--- src/rtl/mips_16_defs.sv ---
// Shared definitions for the mips_16 execute stage: ALU command codes, packet layouts, datapath width.
// EX_ITER_DIV_EN selects whether ALU_DIV is an iterative divide or a NOP.
package mips_16_defs;

  localparam int DW    = 16;
  localparam int CNT_W = 4;

  localparam logic [3:0] ALU_NOP = 4'd0;
  localparam logic [3:0] ALU_ADD = 4'd1;
  localparam logic [3:0] ALU_SUB = 4'd2;
  localparam logic [3:0] ALU_AND = 4'd3;
  localparam logic [3:0] ALU_OR  = 4'd4;
  localparam logic [3:0] ALU_XOR = 4'd5;
  localparam logic [3:0] ALU_SL  = 4'd6;
  localparam logic [3:0] ALU_SR  = 4'd7;
  localparam logic [3:0] ALU_SRU = 4'd8;
  localparam logic [3:0] ALU_MUL = 4'd9;
  localparam logic [3:0] ALU_DIV = 4'd10;

  // ID->EX packet: {alu_cmd, src1, src2, mem/wb fields}
  localparam int ID_W       = 58;
  localparam int ID_CMD_LSB = 54;
  localparam int ID_SRC1_LSB = 38;
  localparam int ID_SRC2_LSB = 22;
  localparam int PASS_W     = 22;

  // EX->MEM packet: {alu_result, mem/wb fields}
  localparam int EX_W       = 38;
  localparam int EX_RES_LSB = 22;

  localparam logic [CNT_W-1:0] LAST_CNT = CNT_W'(DW - 1);

  typedef enum logic {ST_IDLE, ST_BUSY} ex_state_e;
  typedef enum logic {MD_MUL, MD_DIV} md_op_e;

  function automatic logic is_iter_op(input logic [3:0] cmd);
`ifdef EX_ITER_DIV_EN
    return (cmd == ALU_MUL) || (cmd == ALU_DIV);
`else
    return cmd == ALU_MUL;
`endif
  endfunction

endpackage

--- src/rtl/iter_muldiv.sv ---
// Shift-add multiplier / restoring divider datapath, one bit per step; the caller owns the counter.
// result_o is the value after the current step, so the final step's result is usable on its own edge.
module iter_muldiv
  import mips_16_defs::*;
(
  input  logic             clk,
  input  logic             rst,
  input  logic             start_i,
  input  md_op_e           op_i,
  input  logic [DW-1:0]    a_i,
  input  logic [DW-1:0]    b_i,
  input  logic [CNT_W-1:0] cnt_i,
  input  logic             step_i,
  output logic             done_o,
  output logic [DW-1:0]    result_o
);

  // mcand_q: multiplicand (MUL) or dividend (DIV), shifted left each step.
  // mplr_q: multiplier (MUL) or divisor (DIV). acc_q: product or quotient.
  logic [DW-1:0] mcand_q, mplr_q, acc_q;
  logic [DW-1:0] acc_d, mul_acc;

`ifdef EX_ITER_DIV_EN
  md_op_e        op_q;
  logic [DW-1:0] rem_q, rem_d, diff;
  logic [DW:0]   trial;
  logic          ge;
`else
  logic unused_op;
  assign unused_op = op_i;
`endif

  always_comb begin
    mul_acc = acc_q + (mplr_q[cnt_i] ? mcand_q : '0);
    acc_d   = mul_acc;
`ifdef EX_ITER_DIV_EN
    rem_d = rem_q;
    trial = {rem_q, mcand_q[DW-1]};
    ge    = trial >= {1'b0, mplr_q};
    // When ge holds the true difference is below the divisor, so 16 bits suffice.
    diff  = trial[DW-1:0] - mplr_q;
    if (op_q == MD_DIV) begin
      acc_d = {acc_q[DW-2:0], ge};
      rem_d = ge ? diff : trial[DW-1:0];
    end
`endif
  end

  always_ff @(posedge clk) begin
    if (rst) begin
      mcand_q <= '0;
      mplr_q  <= '0;
      acc_q   <= '0;
`ifdef EX_ITER_DIV_EN
      rem_q   <= '0;
      op_q    <= MD_MUL;
`endif
    end else if (start_i) begin
      mcand_q <= a_i;
      mplr_q  <= b_i;
      acc_q   <= '0;
`ifdef EX_ITER_DIV_EN
      rem_q   <= '0;
      op_q    <= op_i;
`endif
    end else if (step_i) begin
      mcand_q <= mcand_q << 1;
      acc_q   <= acc_d;
`ifdef EX_ITER_DIV_EN
      rem_q   <= rem_d;
`endif
    end
  end

  assign done_o   = step_i && (cnt_i == LAST_CNT);
  assign result_o = acc_d;

endmodule

--- src/rtl/ex_stage_iter.sv ---
// mips_16 execute stage: 1-edge ALU ops; MUL (and DIV with EX_ITER_DIV_EN) take 17 edges,
// stalling ID for 16 cycles and sending all-zero bubbles to MEM until the result beat.
module ex_stage_iter
  import mips_16_defs::*;
(
  input  logic            clk,
  input  logic            rst,
  input  logic [ID_W-1:0] pipeline_reg_in,
  output logic [EX_W-1:0] pipeline_reg_out,
  output logic            stall_out,
  output logic [2:0]      ex_op_dest
);

  logic [3:0]        alu_cmd;
  logic [DW-1:0]     src1, src2, alu_res;
  logic [PASS_W-1:0] pass_fields;
  logic [3:0]        shamt;
  logic              iter_op;

  ex_state_e         state_q, state_d;
  logic [CNT_W-1:0]  cnt_q, cnt_d;
  logic [PASS_W-1:0] hold_q, hold_d;
  logic [EX_W-1:0]   out_q, out_d;

  logic              md_start, md_step, md_done;
  logic [DW-1:0]     md_result;
  md_op_e            md_op;

  assign alu_cmd     = pipeline_reg_in[ID_CMD_LSB +: 4];
  assign src1        = pipeline_reg_in[ID_SRC1_LSB +: DW];
  assign src2        = pipeline_reg_in[ID_SRC2_LSB +: DW];
  assign pass_fields = pipeline_reg_in[PASS_W-1:0];
  assign shamt       = src2[3:0];
  assign iter_op     = is_iter_op(alu_cmd);
  assign md_op       = (alu_cmd == ALU_DIV) ? MD_DIV : MD_MUL;
  assign ex_op_dest  = pipeline_reg_in[3:1];

  // MUL/DIV fall into the default here; the iterative unit supplies their results.
  always_comb begin
    alu_res = '0;
    case (alu_cmd)
      ALU_ADD: alu_res = src1 + src2;
      ALU_SUB: alu_res = src1 - src2;
      ALU_AND: alu_res = src1 & src2;
      ALU_OR:  alu_res = src1 | src2;
      ALU_XOR: alu_res = src1 ^ src2;
      ALU_SL:  alu_res = src1 << shamt;
      ALU_SR:  alu_res = $signed(src1) >>> shamt;
      ALU_SRU: alu_res = src1 >> shamt;
      default: alu_res = '0;
    endcase
  end

  assign md_step = (state_q == ST_BUSY);

  always_comb begin
    state_d   = state_q;
    cnt_d     = cnt_q;
    hold_d    = hold_q;
    out_d     = '0;
    md_start  = 1'b0;
    stall_out = 1'b0;
    case (state_q)
      ST_IDLE: begin
        if (iter_op) begin
          stall_out = 1'b1;
          md_start  = 1'b1;
          hold_d    = pass_fields;
          cnt_d     = '0;
          state_d   = ST_BUSY;
        end else begin
          out_d = {alu_res, pass_fields};
        end
      end
      ST_BUSY: begin
        // Stall drops in the final cycle so ID advances on the same edge the result lands.
        if (md_done) begin
          out_d   = {md_result, hold_q};
          cnt_d   = '0;
          state_d = ST_IDLE;
        end else begin
          stall_out = 1'b1;
          cnt_d     = cnt_q + CNT_W'(1);
        end
      end
      default: state_d = ST_IDLE;
    endcase
  end

  always_ff @(posedge clk) begin
    if (rst) begin
      state_q <= ST_IDLE;
      cnt_q   <= '0;
      hold_q  <= '0;
      out_q   <= '0;
    end else begin
      state_q <= state_d;
      cnt_q   <= cnt_d;
      hold_q  <= hold_d;
      out_q   <= out_d;
    end
  end

  assign pipeline_reg_out = out_q;

  iter_muldiv u_muldiv (
    .clk      (clk),
    .rst      (rst),
    .start_i  (md_start),
    .op_i     (md_op),
    .a_i      (src1),
    .b_i      (src2),
    .cnt_i    (cnt_q),
    .step_i   (md_step),
    .done_o   (md_done),
    .result_o (md_result)
  );

endmodule
--- config.mk ---
export PLATFORM = sky130hd
export DESIGN_NAME = ex_stage_iter
export DESIGN_NICKNAME = d
export VERILOG_FILES = /design/src/rtl/mips_16_defs.sv /design/src/rtl/iter_muldiv.sv /design/src/rtl/ex_stage_iter.sv
export SDC_FILE = /design/constraint.sdc
export NUM_CORES = 1
export LEC_CHECK = 0
export ABC_AREA = 0
export BUFFER_PORTS_ARGS = -buffer_cell sky130_fd_sc_hd__buf_2
export CAP_MARGIN = 20
export CORE_UTILIZATION = 40
export DETAILED_ROUTE_END_ITERATION = 12
export HOLD_SLACK_MARGIN = 0.15
export PLACE_DENSITY = 0.7
export REMOVE_ABC_BUFFERS = 1
export SLEW_MARGIN = 20
export SYNTH_ARGS = -nofsm -noshare
export SYNTH_HDL_FRONTEND = slang
export SYNTH_SLANG_ARGS = --single-unit
--- constraint.sdc ---
create_clock -name clk -period 10.25 [get_ports clk]
set_input_delay 0.5125 -clock clk [delete_from_list [all_inputs] [get_ports clk]]
set_output_delay 0.5125 -clock clk [all_outputs]
set_load 0.03 [all_outputs]
==> results.txt <==
* Most frequent cells in the layout: sky130_fd_sc_hd__nor2_1 (138), sky130_fd_sc_hd__nand2_1 (134), sky130_fd_sc_hd__dfxtp_1 (112)
- The final count of pins violating max slew came to 0.
* Count of state elements after synthesis: roughly 110
- STA classifies the critical path endpoint as a flip-flop.
* Crit path max-delay cell type: sky130_fd_sc_hd__clkinv_1
- Critical Path RT: 10.56 ns
* Estimated wirelength of the detail-placed design: between 15000 and 20000 µm
- Summing every instance area after synthesis gives just over 8000 µm².
- In the global route stage, met2 resource usage came out at 0.3808.
- The cell sitting at the root of the clock tree is a sky130_fd_sc_hd__clkbuf_16.
* First DRT Iteration DRCs: approximately 560
* Final global-route overflow total: 0
* Peak clock frequency supported by timing: around 220 MHz
- Setup Slack @ Placement: 5.401 ns
- GRT Max-Usage Layer: met2
* First-pass iteration count of the detailed router: 5
* Global Route met3 Usage: 0.04437
* Number of flops mapped to enable cells by yosys: 0
* Setup bufs post-CTS: 0
- Clock-pin slew was measured on the worst setup and hold paths at 0.06 ns.
- Post-synthesis average cell area: approximately 7.7 µm²
- Number of buffers inserted for hold repair after clock tree synthesis: 0
- Counting I/O delays and the setup requirement, the final critical path takes around 4.6 ns.
- Area added between synthesis and finish: 15.51%
- Synthesis produced ~1100 cells.
* Biggest fanout along the worst timing path: 40
- Worst path setup slack after routing: between 5 and 6 ns
- During placement, the flow inserted port buffers numbering 101.
- Hold Vio Cnt, Final: 0
- Met1 layer usage reported by global route: 0.3200
- After detailed routing, the number of remaining DRC violations is 0.
- The clock reaches the later pin of the worst-skew pair after 0.42 ns.
- Wire length per cell: about 17 µm
* Max Buffers Root-to-Sink: 2
* TNS Setup: 0 ns
- The die is ~140 µm tall.
* Power per cell area: ~140 nW/µm²
- Among the stages of the critical path, the cell type that occurs most often is sky130_fd_sc_hd__o21ai_0.
- Primary FF master, synth: sky130_fd_sc_hd__dfxtp_1
- Detailed-route wire length: approximately 24000 µm
- The tool flagged a number of max-cap violations equal to 0.
- The die is about 140 µm wide.
* Worst path cell trace: buf_2 > clkinv_1 > ha_1 > nand2_1 > o21ai_0 > inv_1 > ha_1 > nor2b_1 > o21ai_0 > a21oi_1 > a2111oi_2 > o31ai_1 > o21ai_0 > nor2b_1 > xnor2_1 > a221o_1
* Floorplan Core Area: 19650 µm²
* Type of the most critical hold path: input port to flip-flop
- Counting every sink on the clock net gives 113.
* Final Total Pwr: approximately 1.3 mW
- Yosys cell types: 65
* Measured slew at the worst slew-check pin: 0.9916 ns
* Startpoint type of the worst setup path: input port
* Area enclosed by the die boundary: around 21000 µm²
- Cts repair resizes: 0
- The run finished with clean final reports.
- In this run the static leakage power is approximately 4.0 nW.
- Slowest Stage Delay on Critical Path: around 0.76 ns
- At the worst endpoint, the arrival time is around 5 ns.
- Max transition margin: 0.3338
- Final clock period utilization by the worst path: 0.4454
- TritonCTS built the clock tree.
- Level count of the clock H-tree: 4
* Number of global-route vias before repair: 7286
- Routed vias/inst: between 5 and 6
- In the final layout, the share of cells above drive strength 1 is 0.1577.
- Initial cell density of the core: 0.4130
* Inserted Diodes: 0
- Peak VDD IR: slightly above 0.09 mV
- TritonCTS created 17 clock buffers.
- The first global-routing pass estimated between 30000 and 40000 µm of wire.
- Entering global routing, the biggest net connects approximately 70 pins.
* Total number of yosys warnings: 0
- All-layer global routing usage: 0.2398
- Worst Setup Path Type: input port to flip-flop
- The routed layout has ~7900 vias.
- Count of filler cells inserted in the layout: between 1500 and 2000
* Site row count: between 50 and 60
* Final core utilization: 0.4770
* Most frequent standard cell in the layout excluding fill and tap cells: sky130_fd_sc_hd__nor2_1
- roughly 100 I/O pins were placed.
- Of the synthesized area, sequential elements account for 0.2787.
- The final layout contains between 1000 and 1500 nets.
- Of all flip-flops after synthesis, the portion carrying an async set or reset was 0.
* Number of setup violations in the final report: 0
* RSZ-0062 raised after global routing: false
- Post-route antenna net violation count: 0
- The number of antenna violations at the first check in global routing was 0.
- Worst Clk Skew: around 0.014 ns
- Routability-driven placement finished with a final weighted congestion of 0.9425.
## logic make-up after synthesis
kind of cell,after synthesis,share of synthesized area
flops,113,0.2787
buf+inv,126,0.06182
xor+xnor,41,0.04424
simple gates,354,0.1858
compound gates,312,0.2467
fa+ha+maj,67,0.1051
mux,46,0.07769
## layer usage
layer | routed length [µm] | share of wire | vias up
li1 | - | - | 3880
met1 | 10760 | 0.44 | 3694
met2 | 11230 | 0.46 | 314
met3 | 1754 | 0.072 | 43
met4 | 571 | 0.023 | 0
met5 | 0 | 0 | -
## cells in the mapped netlist, types with 3 or more instances
cell type | instances | share of area
sky130_fd_sc_hd__or3_1 | 5 | 0.0039
sky130_fd_sc_hd__mux2_2 | 6 | 0.0083
sky130_fd_sc_hd__o41ai_1 | 3 | 0.0032
sky130_fd_sc_hd__nand4_1 | 3 | 0.0023
sky130_fd_sc_hd__a21o_1 | 9 | 0.0083
sky130_fd_sc_hd__or2_2 | 6 | 0.0046
sky130_fd_sc_hd__nor3b_1 | 4 | 0.0037
sky130_fd_sc_hd__clkbuf_1 | 53 | 0.025
sky130_fd_sc_hd__o21a_1 | 3 | 0.0028
sky130_fd_sc_hd__o211a_1 | 4 | 0.0049
sky130_fd_sc_hd__and3_1 | 3 | 0.0023
sky130_fd_sc_hd__nor2_1 | 138 | 0.064
sky130_fd_sc_hd__a211o_1 | 5 | 0.0054
sky130_fd_sc_hd__o32ai_1 | 3 | 0.0032
sky130_fd_sc_hd__and2_1 | 5 | 0.0039
sky130_fd_sc_hd__nand3_1 | 11 | 0.0068
sky130_fd_sc_hd__buf_4 | 3 | 0.0028
sky130_fd_sc_hd__buf_1 | 4 | 0.0018
sky130_fd_sc_hd__xnor2_1 | 31 | 0.033
sky130_fd_sc_hd__nand2_1 | 134 | 0.062
sky130_fd_sc_hd__dfxtp_1 | 113 | 0.28
sky130_fd_sc_hd__xor2_1 | 10 | 0.011
sky130_fd_sc_hd__nor2b_1 | 9 | 0.0069
sky130_fd_sc_hd__buf_2 | 8 | 0.0049
sky130_fd_sc_hd__a221oi_1 | 11 | 0.012
sky130_fd_sc_hd__o211ai_1 | 5 | 0.0046
sky130_fd_sc_hd__ha_1 | 65 | 0.10
sky130_fd_sc_hd__o22ai_1 | 8 | 0.0062
sky130_fd_sc_hd__mux2i_1 | 27 | 0.033
sky130_fd_sc_hd__a22oi_1 | 28 | 0.026
sky130_fd_sc_hd__o21ai_0 | 77 | 0.047
sky130_fd_sc_hd__a211oi_1 | 29 | 0.027
sky130_fd_sc_hd__nand2b_1 | 14 | 0.011
sky130_fd_sc_hd__nor3_1 | 16 | 0.0099
sky130_fd_sc_hd__mux4_2 | 13 | 0.036
sky130_fd_sc_hd__o31ai_1 | 4 | 0.0037
sky130_fd_sc_hd__a31oi_1 | 10 | 0.0077
sky130_fd_sc_hd__inv_1 | 52 | 0.024
sky130_fd_sc_hd__clkinv_1 | 3 | 0.0014
sky130_fd_sc_hd__a21oi_1 | 86 | 0.053
sky130_fd_sc_hd__a221o_1 | 5 | 0.0062
## metrics by stage
| step | hold WS (ns) | instance area [µm²] | cells |
|---|---|---|---|
| after floorplan | 0.4271 | 7829 | 990 |
| after global placement | 0.4391 | 8766 | 1367 |
| after detailed placement | 0.4462 | 8766 | 1367 |
| after CTS | 0.3305 | 9368 | 1399 |
| after global routing | 0.3357 | 9375 | 1400 |
| final | 0.3408 | 9375 | 1400 |
## final cells by class
class | instances | area, µm² | area share
Timing Repair Buffer | 113 | 595.6 | 0.06353
Clock inverter | 13 | 148.9 | 0.01588
Tap cell | 265 | 331.6 | 0.03537
Multi-Input combinational cell | 820 | 5369 | 0.5727
Sequential cell | 113 | 2263 | 0.2414
Inverter | 57 | 214.0 | 0.02282
Clock buffer | 19 | 452.9 | 0.04831
## registers in the layout, indices dropped and copies added, names as in the netlist
signal            count
hold_q               22
u_muldiv.acc_q       16
md_step               1
pipeline_reg_out     38
u_muldiv.mcand_q     16
u_muldiv.mplr_q      16
cnt_q                 4
## worst max-delay path: cells and delay by family
family | cells | cell delay, ns
AOI/OAI and AO/OA | 7 | 1.67
buffers and inverters | 3 | 1.45
adders and majority gates | 2 | 0.79
and+or+nand+nor | 3 | 0.35
xor gates and xnor gates | 1 | 0.08
## worst paths after layout
| check | end | slack, ns | from | depth (start not counted) |
|---|---|---|---|---|
| max reg2reg | pipeline_reg_out[37]$_SDFF_PP0_ | 5.85 | cnt_q[0]$_SDFFE_PP0P_ | 16 |
| max | pipeline_reg_out[33]$_SDFF_PP0_ | 5.68 | pipeline_reg_in[22] | 16 |
| min | hold_q[14]$_SDFFE_PP0P_ | 0.34 | pipeline_reg_in[14] | 3 |
| min reg2reg | hold_q[20]$_SDFFE_PP0P_ | 0.45 | hold_q[20]$_SDFFE_PP0P_ | 2 |
## where the power goes
| group | internal, mW | leakage, nW | switching [mW] |
|---|---|---|---|
| combinational | 0.0920 | 2.75 | 0.161 |
| sequential | 0.455 | 0.921 | 0.00598 |
| clock | 0.374 | 0.287 | 0.224 |
No activity file was read; power rests on OpenSTA's default activity.
